==> src/rtl/ae_defs.sv <==
// Shared autoencoder control-path definitions: opcodes, sequencer states and
// default instruction field layout.
package ae_defs;

    localparam int unsigned OP_W   = 4;
    localparam int unsigned ADDR_W = 8;

    localparam logic [OP_W-1:0] OP_ADD    = 4'b0000;
    localparam logic [OP_W-1:0] OP_SUB    = 4'b0001;
    localparam logic [OP_W-1:0] OP_MUL    = 4'b0010;
    localparam logic [OP_W-1:0] OP_MEMW   = 4'b0011;
    localparam logic [OP_W-1:0] OP_MEMSEL = 4'b0100;
    localparam logic [OP_W-1:0] OP_SIG    = 4'b0101;
    localparam logic [OP_W-1:0] OP_RELU   = 4'b0110;
    localparam logic [OP_W-1:0] OP_DSIG   = 4'b0111;
    localparam logic [OP_W-1:0] OP_HALT   = 4'b1110;
    localparam logic [OP_W-1:0] OP_NOP    = 4'b1111;

    // Field LSB offsets for the default word layout (opcode MSB first)
    localparam int unsigned FLD_B_LSB  = 0;
    localparam int unsigned FLD_A_LSB  = ADDR_W;
    localparam int unsigned FLD_D_LSB  = 2 * ADDR_W;
    localparam int unsigned FLD_OP_LSB = 3 * ADDR_W;

    typedef enum logic [2:0] {
        ST_IDLE,
        ST_FETCH,
        ST_CAPTURE,
        ST_ISSUE,
        ST_DONE
    } seq_state_e;

endpackage

==> src/rtl/instr_seq.sv <==
// Instruction sequencer: fetches words from a synchronous ROM, splits them into
// opcode plus three addresses and issues them one at a time to the control unit.
module instr_seq
    import ae_defs::*;
#(
    parameter int unsigned OP_WIDTH    = 4,
    parameter int unsigned ADDR_WIDTH  = 8,
    parameter int unsigned PC_WIDTH    = 8,
    parameter int unsigned INSTR_WIDTH = OP_WIDTH + 3 * ADDR_WIDTH
) (
    input  logic                   clk,
    input  logic                   rst_n,
    input  logic                   start,
    input  logic                   stall,
    output logic [PC_WIDTH-1:0]    imem_addr,
    input  logic [INSTR_WIDTH-1:0] imem_rdata,
    output logic [OP_WIDTH-1:0]    opcode,
    output logic [ADDR_WIDTH-1:0]  addr_d,
    output logic [ADDR_WIDTH-1:0]  addr_a,
    output logic [ADDR_WIDTH-1:0]  addr_b,
    output logic                   instr_valid,
    output logic                   busy,
    output logic                   done,
    output logic                   err
);

    localparam int unsigned OP_LSB = 3 * ADDR_WIDTH;
    localparam int unsigned D_LSB  = 2 * ADDR_WIDTH;
    localparam int unsigned A_LSB  = ADDR_WIDTH;
    localparam logic [OP_WIDTH-1:0] HALT = OP_WIDTH'(OP_HALT);
    localparam logic [OP_WIDTH-1:0] NOP  = OP_WIDTH'(OP_NOP);

    seq_state_e state, state_nxt;

    logic [PC_WIDTH-1:0]   pc, pc_nxt;
    logic                  err_nxt;
    logic [OP_WIDTH-1:0]   opcode_nxt;
    logic [ADDR_WIDTH-1:0] addr_d_nxt, addr_a_nxt, addr_b_nxt;
    logic [OP_WIDTH-1:0]   rd_op;

    assign rd_op     = imem_rdata[OP_LSB +: OP_WIDTH];
    assign imem_addr = pc;

    // State register
    always_ff @(posedge clk or negedge rst_n) begin
        if (!rst_n) begin
            state <= ST_IDLE;
        end else begin
            state <= state_nxt;
        end
    end

    // Next-state and next-register values
    always_comb begin
        state_nxt  = state;
        pc_nxt     = pc;
        err_nxt    = err;
        opcode_nxt = opcode;
        addr_d_nxt = addr_d;
        addr_a_nxt = addr_a;
        addr_b_nxt = addr_b;
        case (state)
            ST_IDLE: begin
                if (start) begin
                    pc_nxt    = '0;
                    err_nxt   = 1'b0;
                    state_nxt = ST_FETCH;
                end
            end
            ST_FETCH: begin
                state_nxt = ST_CAPTURE;
            end
            ST_CAPTURE: begin
                // HALT is consumed here and never reaches the outputs
                if (rd_op == HALT) begin
                    state_nxt = ST_DONE;
                end else begin
                    opcode_nxt = rd_op;
                    addr_d_nxt = imem_rdata[D_LSB +: ADDR_WIDTH];
                    addr_a_nxt = imem_rdata[A_LSB +: ADDR_WIDTH];
                    addr_b_nxt = imem_rdata[0 +: ADDR_WIDTH];
                    state_nxt  = ST_ISSUE;
                end
            end
            ST_ISSUE: begin
                if (!stall) begin
                    opcode_nxt = NOP;
                    // Last address without HALT: flag overflow instead of wrapping
                    if (pc == '1) begin
                        err_nxt   = 1'b1;
                        state_nxt = ST_DONE;
                    end else begin
                        pc_nxt    = pc + PC_WIDTH'(1);
                        state_nxt = ST_FETCH;
                    end
                end
            end
            ST_DONE: begin
                state_nxt = ST_IDLE;
            end
            default: begin
                state_nxt = ST_IDLE;
            end
        endcase
    end

    // Datapath and registered status outputs, derived from the next state
    always_ff @(posedge clk or negedge rst_n) begin
        if (!rst_n) begin
            pc          <= '0;
            err         <= 1'b0;
            opcode      <= NOP;
            addr_d      <= '0;
            addr_a      <= '0;
            addr_b      <= '0;
            instr_valid <= 1'b0;
            busy        <= 1'b0;
            done        <= 1'b0;
        end else begin
            pc          <= pc_nxt;
            err         <= err_nxt;
            opcode      <= opcode_nxt;
            addr_d      <= addr_d_nxt;
            addr_a      <= addr_a_nxt;
            addr_b      <= addr_b_nxt;
            instr_valid <= (state_nxt == ST_ISSUE);
            busy        <= (state_nxt == ST_FETCH) || (state_nxt == ST_CAPTURE)
                           || (state_nxt == ST_ISSUE);
            done        <= (state_nxt == ST_DONE);
        end
    end

endmodule

==> config.mk <==
export PLATFORM = sky130hd
export DESIGN_NAME = instr_seq
export DESIGN_NICKNAME = d
export VERILOG_FILES = /design/src/rtl/ae_defs.sv /design/src/rtl/instr_seq.sv
export SDC_FILE = /design/constraint.sdc
export NUM_CORES = 1
export LEC_CHECK = 0
export BUFFER_PORTS_ARGS = -buffer_cell sky130_fd_sc_hd__buf_2
export CORE_MARGIN = 2
export CORE_UTILIZATION = 45
export CTS_CLUSTER_SIZE = 40
export DETAILED_ROUTE_END_ITERATION = 12
export GPL_TIMING_DRIVEN = 0
export PLACE_DENSITY = 0.79
export SYNTH_ARGS = -nofsm -noshare
export SYNTH_HDL_FRONTEND = slang
export SYNTH_SLANG_ARGS = --single-unit
==> constraint.sdc <==
create_clock -name clk -period 5.6 [get_ports clk]
set_input_delay 1.12 -clock clk [delete_from_list [all_inputs] [get_ports clk]]
set_output_delay 1.12 -clock clk [all_outputs]
set_load 0.01 [all_outputs]
==> summary by stage <==
Power
For this design the static power due to leakage is 1.13 nW. The combinational fraction of design power is 0.394. Of the total power, the share spent switching nets is 0.344. Of the total power, the clock network draws 0.194. Power spread over the standard cell area amounts to 546 nW/um2.

In this run the power spent charging and discharging nets is around 0.00044 W. Internal power comes to 0.000838 W. Of the total power, registers draw 0.413.

The worst-case vdd ir drop is roughly 0.00029 V. Total power for the finished layout comes to 0.00128 W.

Layout
Compared with the post-synthesis result, the final layout area differs by 29.6%. The share of cells above drive strength 1 is 0.528. The repair_antennas step left the layout with diodes totalling 0.

After the flow finishes, the layout carries non-filler instances totaling 264. The number of nets in the finished design is 246. The layout has 318 filler cells.

Yosys
A synthesized cell averages 13.4 um2. The fraction of registers with async set/reset is 1.00. The total number of yosys warnings is 0.

The prevailing post-synth register cell is dfrtp_1. The number of nets handed over by synthesis was 168. The post-synthesis instance total is 135. In this run, synthesis produced a sequential element count of between 40 and 50.

The biggest area consumer among synthesized cells is dfrtp_1. The distinct cell type count of the synthesized netlist is 34. The mapped netlist covers 1810 um2. The fraction of post-synthesis cell area in the top cell type by area is 0.540.

After synthesis, the cell types taking the most area are dfrtp_1, mux2_2, dfstp_2. The share of the Yosys chip area taken by registers is 0.598. In this run, synthesis inferred 0 flip-flops with an integrated enable.

GRT
The total routing usage reported by global routing is 0.176. Entering global routing, the biggest net connects 44 pins. The initial antenna violation count came to 0. Summed over all layers, the global routing overflow is 0. The via count of the first global-routing pass is approximately 1400. The wire length of the first global-routing pass is 5890 um.

CTS
The post-CTS setup buffer count is 0. The number of clock sinks is 43. In this run, CTS created clock tree buffers numbering 5.

The number of hold buffers added after CTS was 0. The root buffer cell is clkbuf_8. The CTS tree is done. The H-tree was split into 2 levels. After clock tree synthesis, the clock-pin slew on the worst setup and hold paths is 0.08 ns.

The post-CTS resize count is 0. The clock network latency to the later pin of the worst-skew pair is 0.30 ns. The number of buffers between clock root and the deepest sink is 2.

Worst setup path
The endpoint kind of the worst setup timing path is a flip-flop. The data required time of the critical path is just under 6 ns. Data on the critical path arrives at its endpoint at approximately 2.6 ns. Along the worst path, the maximum fanout reaches 10. By startpoint and endpoint, the worst setup path is classified as input port to flip-flop. STA classifies the critical path startpoint as an input port.

Placed design
Buffers placed on the I/O ports in this run total a little over 70. Detailed placement ended at an HPWL of 2730 um. The weighted congestion reported at the end of routability-driven placement is around 0.76. The cell count after placement is 256.

Route
Wires add up to 3710 um. The first routing iteration left 89 violations. The detailed route wirelength on metal2 is 1750 um. The met1 wire length is 1630 um. Signal routing reaches up to met4. After detailed routing, the average wire length per cell comes to ~14 um. The detail route stage leaves a number of antenna-violating nets equal to 0.

Using the TritonRoute via totals, the vias-per-cell ratio works out to approximately 5.3. Before antenna repair, the detailed router went through 4 iterations. Summing over every cut layer, the via total after detailed routing is 1399. In the routed design, unresolved DRC markers number 0. The routed design uses 290 um of met3 wire.

Timing
The max-slew violation total from the final report is 0. The worst-case headroom to the max-slew limit is 0.381. The maximum clock rate is a little over 0.4 GHz.

The final number of setup-violating endpoints is 0. The worst path needs 2.43 ns of the cycle, external delays included. Summed over all failing endpoints, the final setup total negative slack is 0 ns.

The worst setup skew after layout is about 0.0058 ns. Setup repair after global routing left no endpoint under its margin. Dividing the final minimum period by the clock period gives 0.434.

The final-report hold violation count is 0. For the pin with the worst max-slew slack, the measured transition is around 0.93 ns.

Run
Across the run, the number of max-cap violations was 0.

Floorplan
The initial utilization of the core area, before any placement, comes to 0.458. Row generation in the floorplan step produced 23 rows. After floorplanning, the core was sized to cover 3940 um2.

72 I/O pins were placed. The die boundary height is 67.4 um. The floorplan step defined a die boundary enclosing 4540 um2. The die width is approximately 67 um.

Min path
The classification of the worst-slack hold path is flip-flop to flip-flop.

Status
The flow ran to the end, and the final reports show no timing, DRC or antenna violations.
[critical path, stage by stage]
cell	delay (ns)
buf_2	0.11
nand4b_1	0.23
nand2_1	0.29
clkbuf_1	0.46
mux2_2	0.40
[worst paths after layout]
path / start / endpoint / slack (ns) / cells after the start
worst max-delay path: imem_rdata[24] / addr_d[2] / 3.17 / 5
worst min-delay path: err / err / 0.50 / 2
worst max register to register: state[1] / imem_addr[7] / 3.56 / 5
worst min register to register: err / err / 0.50 / 2
max in group asynchronous: rst_n / imem_addr[6] / 4.07 / 1
min in group asynchronous: rst_n / err / 0.96 / 1
[kinds of logic after synthesis]
group | after synthesis | share of synthesized area
mux | 26 | 0.161
fa+ha+maj | 1 | 0.00692
buf+inv | 5 | 0.0111
simple gates | 37 | 0.129
xor+xnor | 1 | 0.00485
flops | 43 | 0.598
compound gates | 22 | 0.0893
[cell type report]
| type | instances | area, um2 | share of cell area |
|---|---|---|---|
| Buffer | 3 | 12.5 | 0.00534 |
| Clock buffer | 5 | 68.8 | 0.0294 |
| Clock inverter | 3 | 47.5 | 0.0203 |
| Inverter | 2 | 7.51 | 0.00321 |
| Multi-Input combinational cell | 87 | 706 | 0.301 |
| Sequential cell | 43 | 1080 | 0.462 |
| Tap cell | 50 | 62.6 | 0.0267 |
| Timing Repair Buffer | 71 | 355 | 0.152 |
[registers in the layout (all words and copies together) (netlist names)]
name,count
addr_a,8
addr_b,8
addr_d,8
busy,1
done,1
err,1
imem_addr,8
instr_valid,1
opcode,4
state,3
[cells in the final DEF (no fill, tap or decap), drive strengths merged, types with 2 or more instances in the layout]
cell type  netlist  routed
or4              2       2
nand3            2       2
mux2i            2       2
nand4            2       2
a21oi            4       4
buf              1      72
or2              3       3
o22a             4       4
mux2            24      24
dfrtp           39      39
o31ai            2       2
dfstp            4       4
inv              2       3
o21ai            5       5
nor2             4       4
nor3b            2       2
and4             2       2
a211oi           3       3
and4b            2       2
nand2           11      11
clkbuf           2       7
[metal layers]
| metal | vias up | track usage |
|---|---|---|
| met3 | 4 | 0.0833 |
| met2 | 57 | 0.296 |
| li1 | 659 | - |
| met1 | 679 | 0.206 |
| met4 | 0 | 0.0383 |
| met5 | - | 0 |
[metrics by stage]
step	instance area, um2	utilization	hold slack, ns	setup WS, ns
after floorplan	1810	-	0.510	3.21
after global placement	2220	0.564	0.460	2.82
after detailed placement	2220	0.564	0.488	2.82
after CTS	2340	0.594	0.509	3.15
after global routing	2340	0.594	0.517	3.05
final	2340	0.594	0.503	3.17
[power groups by stage]
stage / clock network, W / logic [W] / registers [W]
global placement: 0 / 0.000499 / 0.000524
CTS: 0.000254 / 0.000511 / 0.000526
floorplan: 0 / 0.000266 / 0.000584
detailed placement: 0 / 0.000510 / 0.000530
global route: 0.000270 / 0.000550 / 0.000544
finish: 0.000247 / 0.000503 / 0.000527
[synthesized netlist by cell type, types with 2 or more instances]
| cell | instances |
|---|---|
| or2_2 | 3 |
| or4_1 | 2 |
| nand2_1 | 11 |
| nand3_1 | 2 |
| and4_1 | 2 |
| and4b_1 | 2 |
| dfstp_2 | 4 |
| o21ai_0 | 5 |
| nor3b_1 | 2 |
| mux2_2 | 24 |
| a21oi_1 | 4 |
| clkbuf_1 | 2 |
| nor2_1 | 4 |
| dfrtp_1 | 39 |
| mux2i_1 | 2 |
| o22a_1 | 4 |
| nand4_1 | 2 |
| o31ai_1 | 2 |
| inv_1 | 2 |
| a211oi_1 | 3 |
Note: power is estimated with default switching activity, not from simulation.
